File: config.mk
export PLATFORM = sky130hd
export DESIGN_NAME = ctrl_sequencer
export DESIGN_NICKNAME = d
export VERILOG_FILES = /design/src/rtl/cpu_ctrl_pkg.sv /design/src/rtl/ctrl_decode.sv /design/src/rtl/ctrl_sequencer.sv
export SDC_FILE = /design/constraint.sdc
export NUM_CORES = 1
export LEC_CHECK = 0
export BUFFER_PORTS_ARGS = -buffer_cell sky130_fd_sc_hd__buf_4
export CAP_MARGIN = 40
export CORE_MARGIN = 5
export CORE_UTILIZATION = 30
export CTS_BUF_LIST = sky130_fd_sc_hd__clkbuf_16
export CTS_CLUSTER_SIZE = 16
export DETAILED_ROUTE_END_ITERATION = 7
export GPL_TIMING_DRIVEN = 0
export PLACE_DENSITY_LB_ADDON = 0.3
export SLEW_MARGIN = 25
export SYNTH_ARGS = -nofsm -noshare
export SYNTH_HDL_FRONTEND = slang
export SYNTH_SLANG_ARGS = --single-unit
File: constraint.sdc
create_clock -name clk -period 3.7 [get_ports clk]
set_clock_uncertainty 0.05 [all_clocks]
set_input_delay 0.185 -clock clk [delete_from_list [all_inputs] [get_ports clk]]
set_output_delay 0.185 -clock clk [all_outputs]
set_load 0.005 [all_outputs]
File: src/rtl/cpu_ctrl_pkg.sv
// Shared encodings for the CPU control sequencer: opcodes, ALU function codes
// and the 4-bit binary control-step state encoding.
package cpu_ctrl_pkg;

  localparam logic [4:0] OPC_ADD  = 5'b00011;
  localparam logic [4:0] OPC_SUB  = 5'b00100;
  localparam logic [4:0] OPC_AND  = 5'b00101;
  localparam logic [4:0] OPC_OR   = 5'b00110;
  localparam logic [4:0] OPC_SHR  = 5'b00111;
  localparam logic [4:0] OPC_SHL  = 5'b01000;
  localparam logic [4:0] OPC_MUL  = 5'b01111;
  localparam logic [4:0] OPC_DIV  = 5'b10000;
  localparam logic [4:0] OPC_NOP  = 5'b11010;
  localparam logic [4:0] OPC_HALT = 5'b11011;

  localparam logic [3:0] ALU_ADD = 4'd0;
  localparam logic [3:0] ALU_SUB = 4'd1;
  localparam logic [3:0] ALU_AND = 4'd2;
  localparam logic [3:0] ALU_OR  = 4'd3;
  localparam logic [3:0] ALU_SHR = 4'd4;
  localparam logic [3:0] ALU_SHL = 4'd5;
  localparam logic [3:0] ALU_MUL = 4'd6;
  localparam logic [3:0] ALU_DIV = 4'd7;

  typedef enum logic [3:0] {
    S_IDLE = 4'd0,
    S_T0   = 4'd1,
    S_T1   = 4'd2,
    S_T1W  = 4'd3,
    S_T2   = 4'd4,
    S_T3   = 4'd5,
    S_T4   = 4'd6,
    S_T5   = 4'd7,
    S_T6   = 4'd8,
    S_HALT = 4'd9
  } state_t;

endpackage

File: src/rtl/ctrl_decode.sv
// Combinational opcode classifier: instruction class flags and ALU function.
module ctrl_decode
  import cpu_ctrl_pkg::*;
#(
  parameter int OPC_W = 5
) (
  input  logic [OPC_W-1:0] opcode,
  output logic             is_alu,
  output logic             is_muldiv,
  output logic             is_nop,
  output logic             is_halt,
  output logic             is_illegal,
  output logic [3:0]       alu_op
);

  // is_alu covers every op that runs T4/T5, so MUL/DIV set both flags.
  always_comb begin
    is_alu     = 1'b0;
    is_muldiv  = 1'b0;
    is_nop     = 1'b0;
    is_halt    = 1'b0;
    is_illegal = 1'b0;
    alu_op     = ALU_ADD;
    case (opcode)
      OPC_ADD:  begin is_alu = 1'b1; alu_op = ALU_ADD; end
      OPC_SUB:  begin is_alu = 1'b1; alu_op = ALU_SUB; end
      OPC_AND:  begin is_alu = 1'b1; alu_op = ALU_AND; end
      OPC_OR:   begin is_alu = 1'b1; alu_op = ALU_OR;  end
      OPC_SHR:  begin is_alu = 1'b1; alu_op = ALU_SHR; end
      OPC_SHL:  begin is_alu = 1'b1; alu_op = ALU_SHL; end
      OPC_MUL:  begin is_alu = 1'b1; is_muldiv = 1'b1; alu_op = ALU_MUL; end
      OPC_DIV:  begin is_alu = 1'b1; is_muldiv = 1'b1; alu_op = ALU_DIV; end
      OPC_NOP:  is_nop  = 1'b1;
      OPC_HALT: is_halt = 1'b1;
      default:  is_illegal = 1'b1;
    endcase
  end

endmodule

File: src/rtl/ctrl_sequencer.sv
// Control-step sequencer: fetch through PC/MAR/MDR/IR with a memory-ready wait,
// then decode and emit one cycle of datapath strobes per control step.
module ctrl_sequencer
  import cpu_ctrl_pkg::*;
#(
  parameter int OPC_W = 5
) (
  input  logic        clk,
  input  logic        clr,
  input  logic        start,
  input  logic [31:0] ir,
  input  logic        mem_ready,
  output logic        PCout,
  output logic        MARin,
  output logic        IncPC,
  output logic        Zin,
  output logic        Zlowout,
  output logic        Zhighout,
  output logic        PCin,
  output logic        Read,
  output logic        MDRin,
  output logic        MDRout,
  output logic        IRin,
  output logic        Yin,
  output logic        HIin,
  output logic        LOin,
  output logic        Gra,
  output logic        Grb,
  output logic        Grc,
  output logic        Rin,
  output logic        Rout,
  output logic [3:0]  alu_op,
  output logic        run,
  output logic        done,
  output logic        illegal,
  output logic [3:0]  dbg_state
);

  state_t state, state_next;
  logic is_alu, is_muldiv, is_nop, is_halt, is_illegal;
  logic [3:0] dec_alu_op;

  // Register-select fields are decoded by the datapath, not here.
  logic unused_ir;
  assign unused_ir = ^ir[31-OPC_W:0];

  ctrl_decode #(.OPC_W(OPC_W)) u_decode (
    .opcode     (ir[31 -: OPC_W]),
    .is_alu     (is_alu),
    .is_muldiv  (is_muldiv),
    .is_nop     (is_nop),
    .is_halt    (is_halt),
    .is_illegal (is_illegal),
    .alu_op     (dec_alu_op)
  );

  always_ff @(posedge clk) begin
    if (clr) state <= S_IDLE;
    else     state <= state_next;
  end

  assign dbg_state = state;

  always_comb begin
    state_next = state;
    case (state)
      S_IDLE:  if (start) state_next = S_T0;
      S_T0:    state_next = S_T1;
      S_T1:    state_next = mem_ready ? S_T2 : S_T1W;
      S_T1W:   state_next = mem_ready ? S_T2 : S_T1W;
      S_T2:    state_next = S_T3;
      S_T3: begin
        if (is_alu)       state_next = S_T4;
        else if (is_halt) state_next = S_HALT;
        else              state_next = S_T0;
      end
      S_T4:    state_next = S_T5;
      S_T5:    state_next = is_muldiv ? S_T6 : S_T0;
      S_T6:    state_next = S_T0;
      S_HALT:  state_next = S_HALT;
      default: state_next = S_IDLE;
    endcase
  end

  always_comb begin
    PCout = 1'b0; MARin = 1'b0; IncPC = 1'b0; Zin = 1'b0;
    Zlowout = 1'b0; Zhighout = 1'b0; PCin = 1'b0; Read = 1'b0;
    MDRin = 1'b0; MDRout = 1'b0; IRin = 1'b0; Yin = 1'b0;
    HIin = 1'b0; LOin = 1'b0; Gra = 1'b0; Grb = 1'b0; Grc = 1'b0;
    Rin = 1'b0; Rout = 1'b0; alu_op = 4'd0;
    done = 1'b0; illegal = 1'b0;
    run = (state != S_IDLE) && (state != S_HALT);
    case (state)
      S_T0: begin PCout = 1'b1; MARin = 1'b1; IncPC = 1'b1; Zin = 1'b1; end
      S_T1: begin Zlowout = 1'b1; PCin = 1'b1; Read = 1'b1; MDRin = 1'b1; end
      // Wait cycles keep the read alive but must not reload PC.
      S_T1W: begin Read = 1'b1; MDRin = 1'b1; end
      S_T2: begin MDRout = 1'b1; IRin = 1'b1; end
      S_T3: begin
        if (is_alu) begin
          Grb = 1'b1; Rout = 1'b1; Yin = 1'b1;
        end
        done    = is_nop | is_halt;
        illegal = is_illegal;
      end
      S_T4: begin Grc = 1'b1; Rout = 1'b1; Zin = 1'b1; alu_op = dec_alu_op; end
      S_T5: begin
        Zlowout = 1'b1;
        if (is_muldiv) begin
          LOin = 1'b1;
        end else begin
          Gra = 1'b1; Rin = 1'b1; done = 1'b1;
        end
      end
      S_T6: begin Zhighout = 1'b1; HIin = 1'b1; done = 1'b1; end
      default: ;
    endcase
  end

endmodule

Word level (Yosys, flattened, before mapping) --
Cells that the tools add are included.
Storage, ports and cells: register bits 4, input bits 36, output and inout bits 30
Cells by class: equality and inequality tests 21, mux-type cells 30, bitwise operators 1, reduce and logical (&&, ||, !) cells 9
Operator list (number):
- $pmux W4 S9 | 1
- $pmux W3 S7 | 1
- $eq A5 B3 Y1 const B | 4
- $mux W1 | 20
- $mux W4 | 5
- $eq A4 B3 Y1 const B | 4
- $eq A5 B5 Y1 const B | 3
- $eq A5 B4 Y1 const B | 2
- $reduce_or A10 Y1 | 1
- $eq A4 B2 Y1 const B | 2
- $eq A4 B4 Y1 const B | 2
- $reduce_or A2 Y1 | 4
- $reduce_or A8 Y1 | 1
- $eq A5 B2 Y1 const B | 1
- $eq A4 B1 Y1 const B | 1
- $logic_not A4 Y1 | 1
- $ne A4 B4 Y1 const B | 1
- $reduce_bool A4 Y1 | 1
- $mux W3 | 1
- $pmux W1 S3 | 1
- $ne A2 B2 Y1 const B | 1
- $pmux W1 S2 | 1
- $logic_and A1 B1 Y1 | 1
- $or A1 B1 Y1 | 1

Logic depth before layout (Yosys ltp) --
Gate-level depths: netlist (run 1).
depth after elaboration 5, gate-level depth with buffers 6

Hierarchy --
From an unflattened synthesis (run 1), not the netlist that was laid out.
Unflattened totals: cell total of the unflattened synthesis 95, area total of the unflattened synthesis 691.9 um^2
Modules (own cells, without submodules):
- ctrl_sequencer | times used 1, cells each 65, area an instance 495.5 um^2, seq. area each 80.1 um^2
- ctrl_decode | times used 1, cells each 30, area an instance 196.4 um^2, seq. area each 0.0 um^2

Least setup slack after synthesis (run 1) --
OpenSTA, ideal clock, no wires.
path kind input to output, start input port ir[30], end output port Yin, arrival time 1.623 ns, data required time 3.465 ns, slack 1.842 ns, stages 6, path through buf_2 or3b_4 or3_4 o21a_2 nor3_1 buf_4
On the way: longest elaborated chain between the ends 5, elaborated cells on any way between the ends 12
Ends and longest elaborated chain:
- start, declared | RTL line ctrl_sequencer.sv:11 | input logic [31:0] ir,
- $eq A5 B2 Y1 (tied with other cells) | RTL line ctrl_decode.sv:24 | case (opcode)
- $reduce_or A8 Y1 (no source line) (*)
- $mux W1 (*) | RTL line ctrl_decode.sv:24
- $mux W1 (*) (2 in a row)
- end, declared | RTL line ctrl_sequencer.sv:24 | output logic Yin,
Every way passes the cells marked *; elsewhere a longest branch is shown, timed or not.

Final worst setup path (run 1) --
start register state[0] (netlist: dbg_state[0]), end output port Rin
On the way: longest elaborated chain between the ends 2
Ends and longest elaborated chain:
- start, declared | RTL line ctrl_sequencer.sv:39 | state_t state, state_next;
- start signal, assigned | RTL line ctrl_sequencer.sv:59 | else state <= state_next;
- $eq A4 B3 Y1 | RTL line ctrl_sequencer.sv:93 | case (state)
- $mux W1 | RTL line ctrl_sequencer.sv:93
- end, declared | RTL line ctrl_sequencer.sv:30 | output logic Rin,
Every way passes these cells.

==> flow_metrics.tcl, run 1 <==
set metrics [dict create \
    run_status "completed" \
    synthDominantAreaCellType "sky130_fd_sc_hd__dfxtp_1" \
    cts_hold_repair.buffers 0 \
    critPathArrivalTime_ps 1880 \
    largest_register_ff_count 4 \
    grt.met3_usage 0.0230 \
    drt_first_iter_violations 13 \
    die_width_um 56.8 \
    placement.io_buffers 35 \
    hold_path.class "input port to flip-flop" \
    clock.fmax_mhz 473 \
    endpoint_type_of_the_worst_setup_path "primary output" \
    yosys_warnings 0 \
    number_of_flops_mapped_to_enable_cells_by_yosys 0 \
    drt_drc_violations_left 0 \
    grt_antenna_before_repair 0 \
    starting_utilization_of_the_core_area 0.306 \
    cts_h_tree_depth 1 \
    detail_route.vias_per_cell 5.22 \
    finalHoldViolCount 0 \
    worst_skew_pair.late_latency_ps 220 \
    timing.final.crit_period_ps 2110 \
    regToRegEndpoint "dbg_state[1]" \
    place_congestion 0.834 \
    average_detailed_routed_wire_length_per_instance_um 13.4 \
    reg2reg_setup_slack_ps 1900 \
    fill_cells 219 \
    crit-reg2reg-launch "dbg_state[1]" \
    criticalPathCategory "flip-flop to primary output" \
    post_synth_inst_count 92 \
    worst_slack_ps 1590 \
    placement_rows 17 \
    met2_usage 0.208 \
    layout.nets 168 \
    final_layout_worst_hold_slack_ps 139 \
    min_delay_path_depth 2 \
    cts-buffers-inserted 3 \
    track_usage 0.126 \
    busiest_layer "met2" \
    fraction_of_the_core_area_covered_by_cells_at_the_end_of_the_flow 0.480 \
    grtUsageMet1 0.149 \
    coreArea_um2 2150 \
    post_cts.resized_instances 0 \
    cts_clk_pin_slew_worst_paths_ps 30 \
    first_global_vias 731 \
    dieHeight_um 56.8 \
    synth.lib_cells_used.distinct 48 \
    yosys-top-cells-area "sky130_fd_sc_hd__dfxtp_1 12%, sky130_fd_sc_hd__buf_4 9.1%, sky130_fd_sc_hd__nor2_1 4.0%" \
    synth_top_flop_cell "sky130_fd_sc_hd__dfxtp_1" \
    worstHoldStart "clr" \
    io_pins 66 \
    dp_slack_ps 1720 \
    layout.cells.most_common_list "43 x sky130_fd_sc_hd__buf_4, 7 x sky130_fd_sc_hd__nor2_1, 6 x sky130_fd_sc_hd__clkbuf_1" \
    post-synth-top-area-fraction 0.122 \
    startpoint_type "flip-flop" \
    cp.required_ps 3460 \
    tritoncts_clock_tree "built" \
    totalWireLength_mm 2.13 \
    slew_violations 0 \
    synthesis.nets 128 \
    timing_worst_slew_pin_value_ps 535 \
    place.detailed.hpwl_mm 1.64 \
    syn_area_um2 658 \
    yosysSeqAreaShare 0.122 \
    endpoints_failing_setup 0 \
    syn_to_final_growth_pct 56.7 \
    wire_length_of_the_first_global_routing_pass_mm 3.31 \
    reg2reg_depth 5 \
    worstSetupStartpoint "dbg_state[0]" \
    grt.overflow.total 0 \
    postCtsSetupBuffers 0 \
    synth-seq-cells 4 \
    slew-limit-headroom 0.639 \
    setup-tns-final_ps 0 \
    grt_setup_unrepaired "false" \
    postSynth.asyncResetShare 0 \
    synthesis.area_per_instance_um2 7.15 \
    final_common_cell "sky130_fd_sc_hd__buf_4" \
    crit_path_max_fanout 10 \
    max-clock-path-buffers 2 \
    power_per_cell_area_nw_per_um2 332 \
    share_of_the_cycle_needed_by_the_critical_path_after_routing 0.571 \
    n_antenna_cell 0 \
    ir_drop_uv 319 \
    layout_cells_sized_above_1 0.454 \
    final_antenna_net_count 0 \
    p_leak_nw 0.494 \
    detailedRoute.firstPassIterationCount 4 \
    vias 825 \
    max_cap_violations 0 \
    buffer_cell_driving_the_clock_tree_root "sky130_fd_sc_hd__clkbuf_16" \
    clock_sink_count 4 \
    grt_max_degree 11 \
    floorplan.die_area_um2 3230 \
    holdPathEnd "dbg_state[2]" \
]
==> worst max-delay path, stage by stage (launching register included) <==
cell,delay [ps]
sky130_fd_sc_hd__dfxtp_1,400
sky130_fd_sc_hd__clkbuf_1,360
sky130_fd_sc_hd__nand4b_1,230
sky130_fd_sc_hd__nor3b_1,390
sky130_fd_sc_hd__buf_4,170
sky130_fd_sc_hd__buf_4,100
==> per-stage QoR <==
stage	power (mW)	area [µm²]	cells
floorplan	0.121	658	92
global placement	0.173	956	155
detailed placement	0.174	956	155
CTS	0.345	1030	158
global route	0.361	1030	158
finish	0.343	1030	158
==> final cells by class <==
cell class | count | area (µm²) | area share
timing repair buffer | 35 | 263 | 0.255
sequential | 4 | 80.1 | 0.0777
buffer | 17 | 96.3 | 0.0934
inverter | 5 | 18.8 | 0.0182
multi-input combinational | 66 | 463 | 0.449
tap | 28 | 35.0 | 0.0340
clock buffer | 3 | 75.1 | 0.0728
==> how the worst max path moves through the flow <==
| stage | to | slack [ps] |
|---|---|---|
| after floorplan | Yin | 1840 |
| after global placement | Yin | 1740 |
| after detailed placement | Yin | 1720 |
| after CTS | Rin | 1590 |
| after global routing | Rin | 1420 |
| final | Rin | 1590 |
==> per-layer routing <==
metal  part of all wire  routed length [µm]
met5                  0                   0
met4              0.024                  51
met3              0.067                 143
met2               0.48                1020
met1               0.43                 909
==> synthesized netlist by cell type, types with 2 or more instances <==
cell type,instances
sky130_fd_sc_hd__nand3_1,2
sky130_fd_sc_hd__buf_4,8
sky130_fd_sc_hd__dfxtp_1,4
sky130_fd_sc_hd__nand4b_1,2
sky130_fd_sc_hd__nand3b_1,3
sky130_fd_sc_hd__clkbuf_1,6
sky130_fd_sc_hd__nor3_1,4
sky130_fd_sc_hd__nor2_1,7
sky130_fd_sc_hd__a21oi_1,5
sky130_fd_sc_hd__nor3b_1,3
sky130_fd_sc_hd__o21ai_0,2
sky130_fd_sc_hd__buf_2,2
sky130_fd_sc_hd__inv_1,5
sky130_fd_sc_hd__nand2_1,2
sky130_fd_sc_hd__nand2b_1,4
==> report_power, final <==
group	internal, mW	switching, mW	total (mW)
Combinational	0.0639	0.0592	0.123
Sequential	0.0476	0.00386	0.0515
Clock	0.138	0.0299	0.168
Total	0.250	0.0930	0.343
==> kinds of logic after synthesis <==
family / count (synthesis) / synth area share
compound gates: 24 / 0.289
xor+xnor: 1 / 0.0133
flops: 4 / 0.122
simple gates: 40 / 0.395
buf+inv: 22 / 0.175
other cells: 1 / 0.00570
(Power assumes the default switching activity.)
==> run 2: changes to the inputs <==
Clock period 3.7 ns to 1.7 ns, I/O delays scaled along.
==> flow_metrics.tcl, run 2 (synthesized netlist as in run 1, its figures left out) <==
set metrics [dict create \
    run_status "completed" \
    layout_cells_sized_above_1 0.548 \
    cts-buffers-inserted 3 \
    max_cap_violations 0 \
    max-clock-path-buffers 2 \
    final-instance-count-excl-fill 154 \
    grt.overflow.total 0 \
    place_congestion 0.834 \
    vias 801 \
    fill_cells 222 \
    drt_first_iter_violations 30 \
    cells_traversed_along_the_worst_timing_path "clkbuf_4 > or3b_4 > or3_4 > o21a_4 > nor3_2 > buf_4 > buf_4" \
    ir_drop_uv 661 \
    crit_path_max_fanout 9 \
    detail_route.vias_per_cell 5.20 \
    criticalPathCategory "input port to primary output" \
    slowest_stage "sky130_fd_sc_hd__or3b_4" \
    endpoints_failing_setup 0 \
    floorplan.die_area_um2 3230 \
    totalWireLength_mm 2.13 \
    cts_hold_repair.buffers 0 \
    p_leak_nw 0.509 \
    place.detailed.hpwl_mm 1.64 \
    clock.fmax_mhz 598 \
    startpoint_type "input port" \
    final_antenna_net_count 0 \
    layout.cells.most_common_list "43 x sky130_fd_sc_hd__buf_4, 7 x sky130_fd_sc_hd__nor2_1, 5 x sky130_fd_sc_hd__inv_1, 5 x sky130_fd_sc_hd__a21oi_1" \
    final_common_cell "sky130_fd_sc_hd__buf_4" \
    layout.nets 164 \
    starting_utilization_of_the_core_area 0.306 \
    clock_sink_count 4 \
    hold_path.class "input port to flip-flop" \
    share_of_the_cycle_needed_by_the_critical_path_after_routing 0.983 \
    count_of_cell_instances_traversed_by_the_critical_path 7 \
    finalHoldViolCount 0 \
    post-route-cell-area_um2 1060 \
    buffer_cell_driving_the_clock_tree_root "sky130_fd_sc_hd__clkbuf_16" \
    tritoncts_clock_tree "built" \
    power_per_cell_area_nw_per_um2 712 \
    io_pins 66 \
    final_layout_worst_hold_slack_ps 30.7 \
    detailedRoute.firstPassIterationCount 4 \
    first_global_vias 740 \
    placement.io_buffers 35 \
    syn_to_final_growth_pct 61.4 \
    min_delay_path_depth 2 \
    die_width_um 56.8 \
    cts_h_tree_depth 1 \
    n_antenna_cell 0 \
    cpMostUsedCell "sky130_fd_sc_hd__buf_4" \
    grt_setup_unrepaired "true" \
    path_delay_family "simple AND/OR/NAND/NOR gates" \
    slew-limit-headroom 0.619 \
    reg2reg_depth 3 \
    peak_per_stage_delay_on_the_critical_path_ps 400 \
    worst_skew_pair.late_latency_ps 220 \
    cts_clk_pin_slew_worst_paths_ps 30 \
    average_detailed_routed_wire_length_per_instance_um 13.8 \
    postCtsSetupBuffers 0 \
    drt_drc_violations_left 0 \
    dp.cells 155 \
    cp.required_ps 1560 \
    coreArea_um2 2150 \
    track_usage 0.129 \
    timing_worst_slew_pin_value_ps 564 \
    critical_path_buf_inv_count 3 \
    grt_max_degree 11 \
    setup-tns-final_ps 0 \
    timing.final.crit_period_ps 1670 \
    critPathArrivalTime_ps 1540 \
    endpoint_type_of_the_worst_setup_path "primary output" \
    placed_area_um2 956 \
    placement_rows 17 \
    grt_antenna_before_repair 0 \
    slew_violations 0 \
    largest_register_ff_count 4 \
    dieHeight_um 56.8 \
    wire_length_of_the_first_global_routing_pass_mm 3.36 \
]
[run 2: worst paths after layout]
path | from | endpoint | slack [ps]
max | ir[30] | Yin | 30
min | clr | dbg_state[2] | 30
max reg2reg | dbg_state[1] | dbg_state[1] | 120
min reg2reg | dbg_state[0] | dbg_state[1] | 530
[run 2: final cells by class]
type                       count  area, µm²  share of cell area
inverter                       5       18.8              0.0177
tap                           28       35.0              0.0330
sequential                     4       86.3              0.0813
clock buffer                   3       75.1              0.0707
multi-input combinational     66        492               0.463
timing repair buffer          35        263               0.247
buffer                        13       92.6              0.0872
[run 2: metrics by stage]
| stage | utilization | setup slack [ps] | power [mW] |
|---|---|---|---|
| 6_report | 0.494 | 28.3 | 0.756 |
| 3_3_place_gp | 0.445 | -122 | 0.377 |
| 2_1_floorplan | - | 42.2 | 0.263 |
| 5_1_grt | 0.494 | -11.2 | 0.797 |
| 3_5_place_dp | 0.445 | -94.7 | 0.380 |
| 4_1_cts | 0.483 | 10.5 | 0.751 |
[run 2: where the power goes]
group | switching [mW] | leakage [nW] | internal [mW]
clock | 0.0653 | 0.0370 | 0.300
combinational | 0.122 | 0.438 | 0.144
sequential | 0.0184 | 0.0341 | 0.106
total | 0.205 | 0.509 | 0.551
[run 2: layer usage]
| layer | share of wire | GRT usage | vias up |
|---|---|---|---|
| met4 | 0.018 | 0.0795 | 0 |
| li1 | - | - | 397 |
| met1 | 0.41 | 0.148 | 359 |
| met5 | 0 | 0 | - |
| met3 | 0.077 | 0.0230 | 6 |
| met2 | 0.50 | 0.218 | 39 |
[run 2: repair_timing]
item | in CTS | in global routing
pin swaps | 3 | 1
setup endpoints to repair | 16 | 10
gates resized for setup | 8 | 8
==> run 3: changes to the inputs <==
Settings changed: BUFFER_PORTS_ARGS -buffer_cell sky130_fd_sc_hd__buf_4 to not set, DONT_BUFFER_PORTS set to 1.
==> flow_metrics.tcl, run 3 (synthesized netlist as in run 1, its figures left out) <==
set metrics [dict create \
    run_status "completed" \
    detailroute.wirelength.met3_um 181 \
    cts_clk_pin_slew_worst_paths_ps 30 \
    cells_traversed_along_the_worst_timing_path "buf_2 > or3b_4 > or3_4 > o21a_2 > o31ai_1" \
    dr_wl_met2_um 942 \
    cts-buffers-inserted 3 \
    final_common_cell "sky130_fd_sc_hd__buf_4" \
    first_global_vias 645 \
    track_usage 0.117 \
    met1_length_um 748 \
    slowest_stage "sky130_fd_sc_hd__or3b_4" \
    average_detailed_routed_wire_length_per_instance_um 15.5 \
    n_antenna_cell 0 \
    endpoints_failing_setup 0 \
    grt_max_degree 11 \
    layout_cells_sized_above_1 0.389 \
    syn_to_final_growth_pct 27.0 \
    clock.fmax_mhz 611 \
    net_switching_component_of_the_power_mw 0.194 \
    setup-tns-final_ps 0 \
    detail_route.vias_per_cell 5.84 \
    total_power_mw 0.684 \
    dieHeight_um 56.8 \
    largest_register_ff_count 4 \
    power_frac_seq 0.168 \
    floorplan.die_area_um2 3230 \
    drt_drc_violations_left 0 \
    layout.cells.most_common_list "10 x sky130_fd_sc_hd__buf_4, 6 x sky130_fd_sc_hd__nor2_1, 5 x sky130_fd_sc_hd__inv_1, 5 x sky130_fd_sc_hd__a21oi_1" \
    power_per_cell_area_nw_per_um2 818 \
    layout.nets 133 \
    detailedRoute.firstPassIterationCount 4 \
    fill_cells 230 \
    drt_first_iter_violations 22 \
    ir_drop_uv 505 \
    min_delay_path_depth 3 \
    peak_per_stage_delay_on_the_critical_path_ps 410 \
    grt_setup_unrepaired "true" \
    crit_path_max_fanout 9 \
    top_layer_used "met4" \
    path_delay_family "simple AND/OR/NAND/NOR gates" \
    power_switching_share 0.283 \
    regToRegEndpoint "dbg_state[1]" \
    combinationalPowerShare 0.296 \
    io_pins 66 \
    max_cap_violations 0 \
    critical_path_buf_inv_count 1 \
    clkPwrFrac 0.536 \
    hold_path.class "input port to flip-flop" \
    reg2reg_setup_slack_ps 210 \
    vias 718 \
    cp.required_ps 1560 \
    worst_slack_ps 63.1 \
    critPathArrivalTime_ps 1500 \
    place.detailed.hpwl_mm 1.49 \
    clock_sink_count 4 \
    share_of_the_cycle_needed_by_the_critical_path_after_routing 0.963 \
    wire_length_of_the_first_global_routing_pass_mm 2.92 \
    endpoint_type_of_the_worst_setup_path "primary output" \
    worstSetupStartpoint "ir[30]" \
    worst_skew_pair.late_latency_ps 230 \
    totalWireLength_mm 1.90 \
    grt.overflow.total 0 \
    dp_slack_ps -150 \
    max-clock-path-buffers 2 \
    cts_h_tree_depth 1 \
    cp_capture_point "Rout" \
    die_width_um 56.8 \
    multi_input_area_um2 512 \
    placement_rows 17 \
    startpoint_type "input port" \
    crit-reg2reg-launch "dbg_state[1]" \
    place_congestion 0.799 \
    finalHoldViolCount 0 \
    criticalPathCategory "input port to primary output" \
    final_antenna_net_count 0 \
    starting_utilization_of_the_core_area 0.306 \
    intPower_mw 0.490 \
    coreArea_um2 2150 \
    grt_antenna_before_repair 0 \
    count_of_cell_instances_traversed_by_the_critical_path 5 \
    seqCellArea_um2 81.3 \
    tritoncts_clock_tree "built" \
    p_leak_nw 0.350 \
    slew_violations 0 \
    reg2reg_depth 5 \
    timing.final.crit_period_ps 1640 \
    buffer_cell_driving_the_clock_tree_root "sky130_fd_sc_hd__clkbuf_16" \
    placement.io_buffers 0 \
]
[run 3: layout make-up]
| type | count | share of cell area |
|---|---|---|
| Tap cell | 28 | 0.0419 |
| Sequential cell | 4 | 0.0973 |
| Timing Repair Buffer | 2 | 0.0210 |
| Buffer | 15 | 0.115 |
| Inverter | 5 | 0.0225 |
| Clock buffer | 3 | 0.0898 |
| Multi-Input combinational cell | 66 | 0.612 |
[run 3: how the worst min path moves through the flow]
stage | start | to | slack, ps
after CTS | clr | dbg_state[3] | 10
after detailed placement | clr | dbg_state[2] | 150
after floorplan | clr | dbg_state[2] | 140
after global routing | clr | dbg_state[0] | 30
after global placement | clr | dbg_state[2] | 150
final | clr | dbg_state[0] | 10
[run 3: what timing repair did]
item,CTS,global route
pin swaps,2,2
setup endpoints to repair,14,9
endpoints found under the hold margin,1,0
buffers inserted,0,1
resized for setup,10,8
hold buffers,1,0
[run 3: stage by stage]
step                      hold slack (ps)  instances   util  cell area [µm²]
final                                14.4        123  0.389              836
after global routing                 27.7        123  0.389              836
after CTS                            11.1        123  0.377              811
after detailed placement              147        120  0.323              693
after global placement                149        120  0.323              693
after floorplan                       139         92      -              658
[run 3: per-layer routing]
layer  vias to the layer above  track usage
met4                         0       0.0728
li1                        339            -
met3                         4       0.0414
met2                        30        0.190
met1                       345        0.127
met5                         -            0
[run 3: power by group through the flow]
stage | combinational, mW | clock, mW | sequential [mW]
final | 0.202 | 0.367 | 0.115
after global routing | 0.222 | 0.384 | 0.118
after CTS | 0.193 | 0.375 | 0.114
after detailed placement | 0.180 | 0 | 0.116
after global placement | 0.179 | 0 | 0.116
after floorplan | 0.150 | 0 | 0.112
[run 3: worst register-to-register path, stage by stage (launching register included)]
cell                       delay, ps
sky130_fd_sc_hd__dfxtp_1         310
sky130_fd_sc_hd__clkbuf_2        180
sky130_fd_sc_hd__or2_4           320
sky130_fd_sc_hd__a21oi_1         220
sky130_fd_sc_hd__o41ai_2         140
sky130_fd_sc_hd__o22ai_1         190
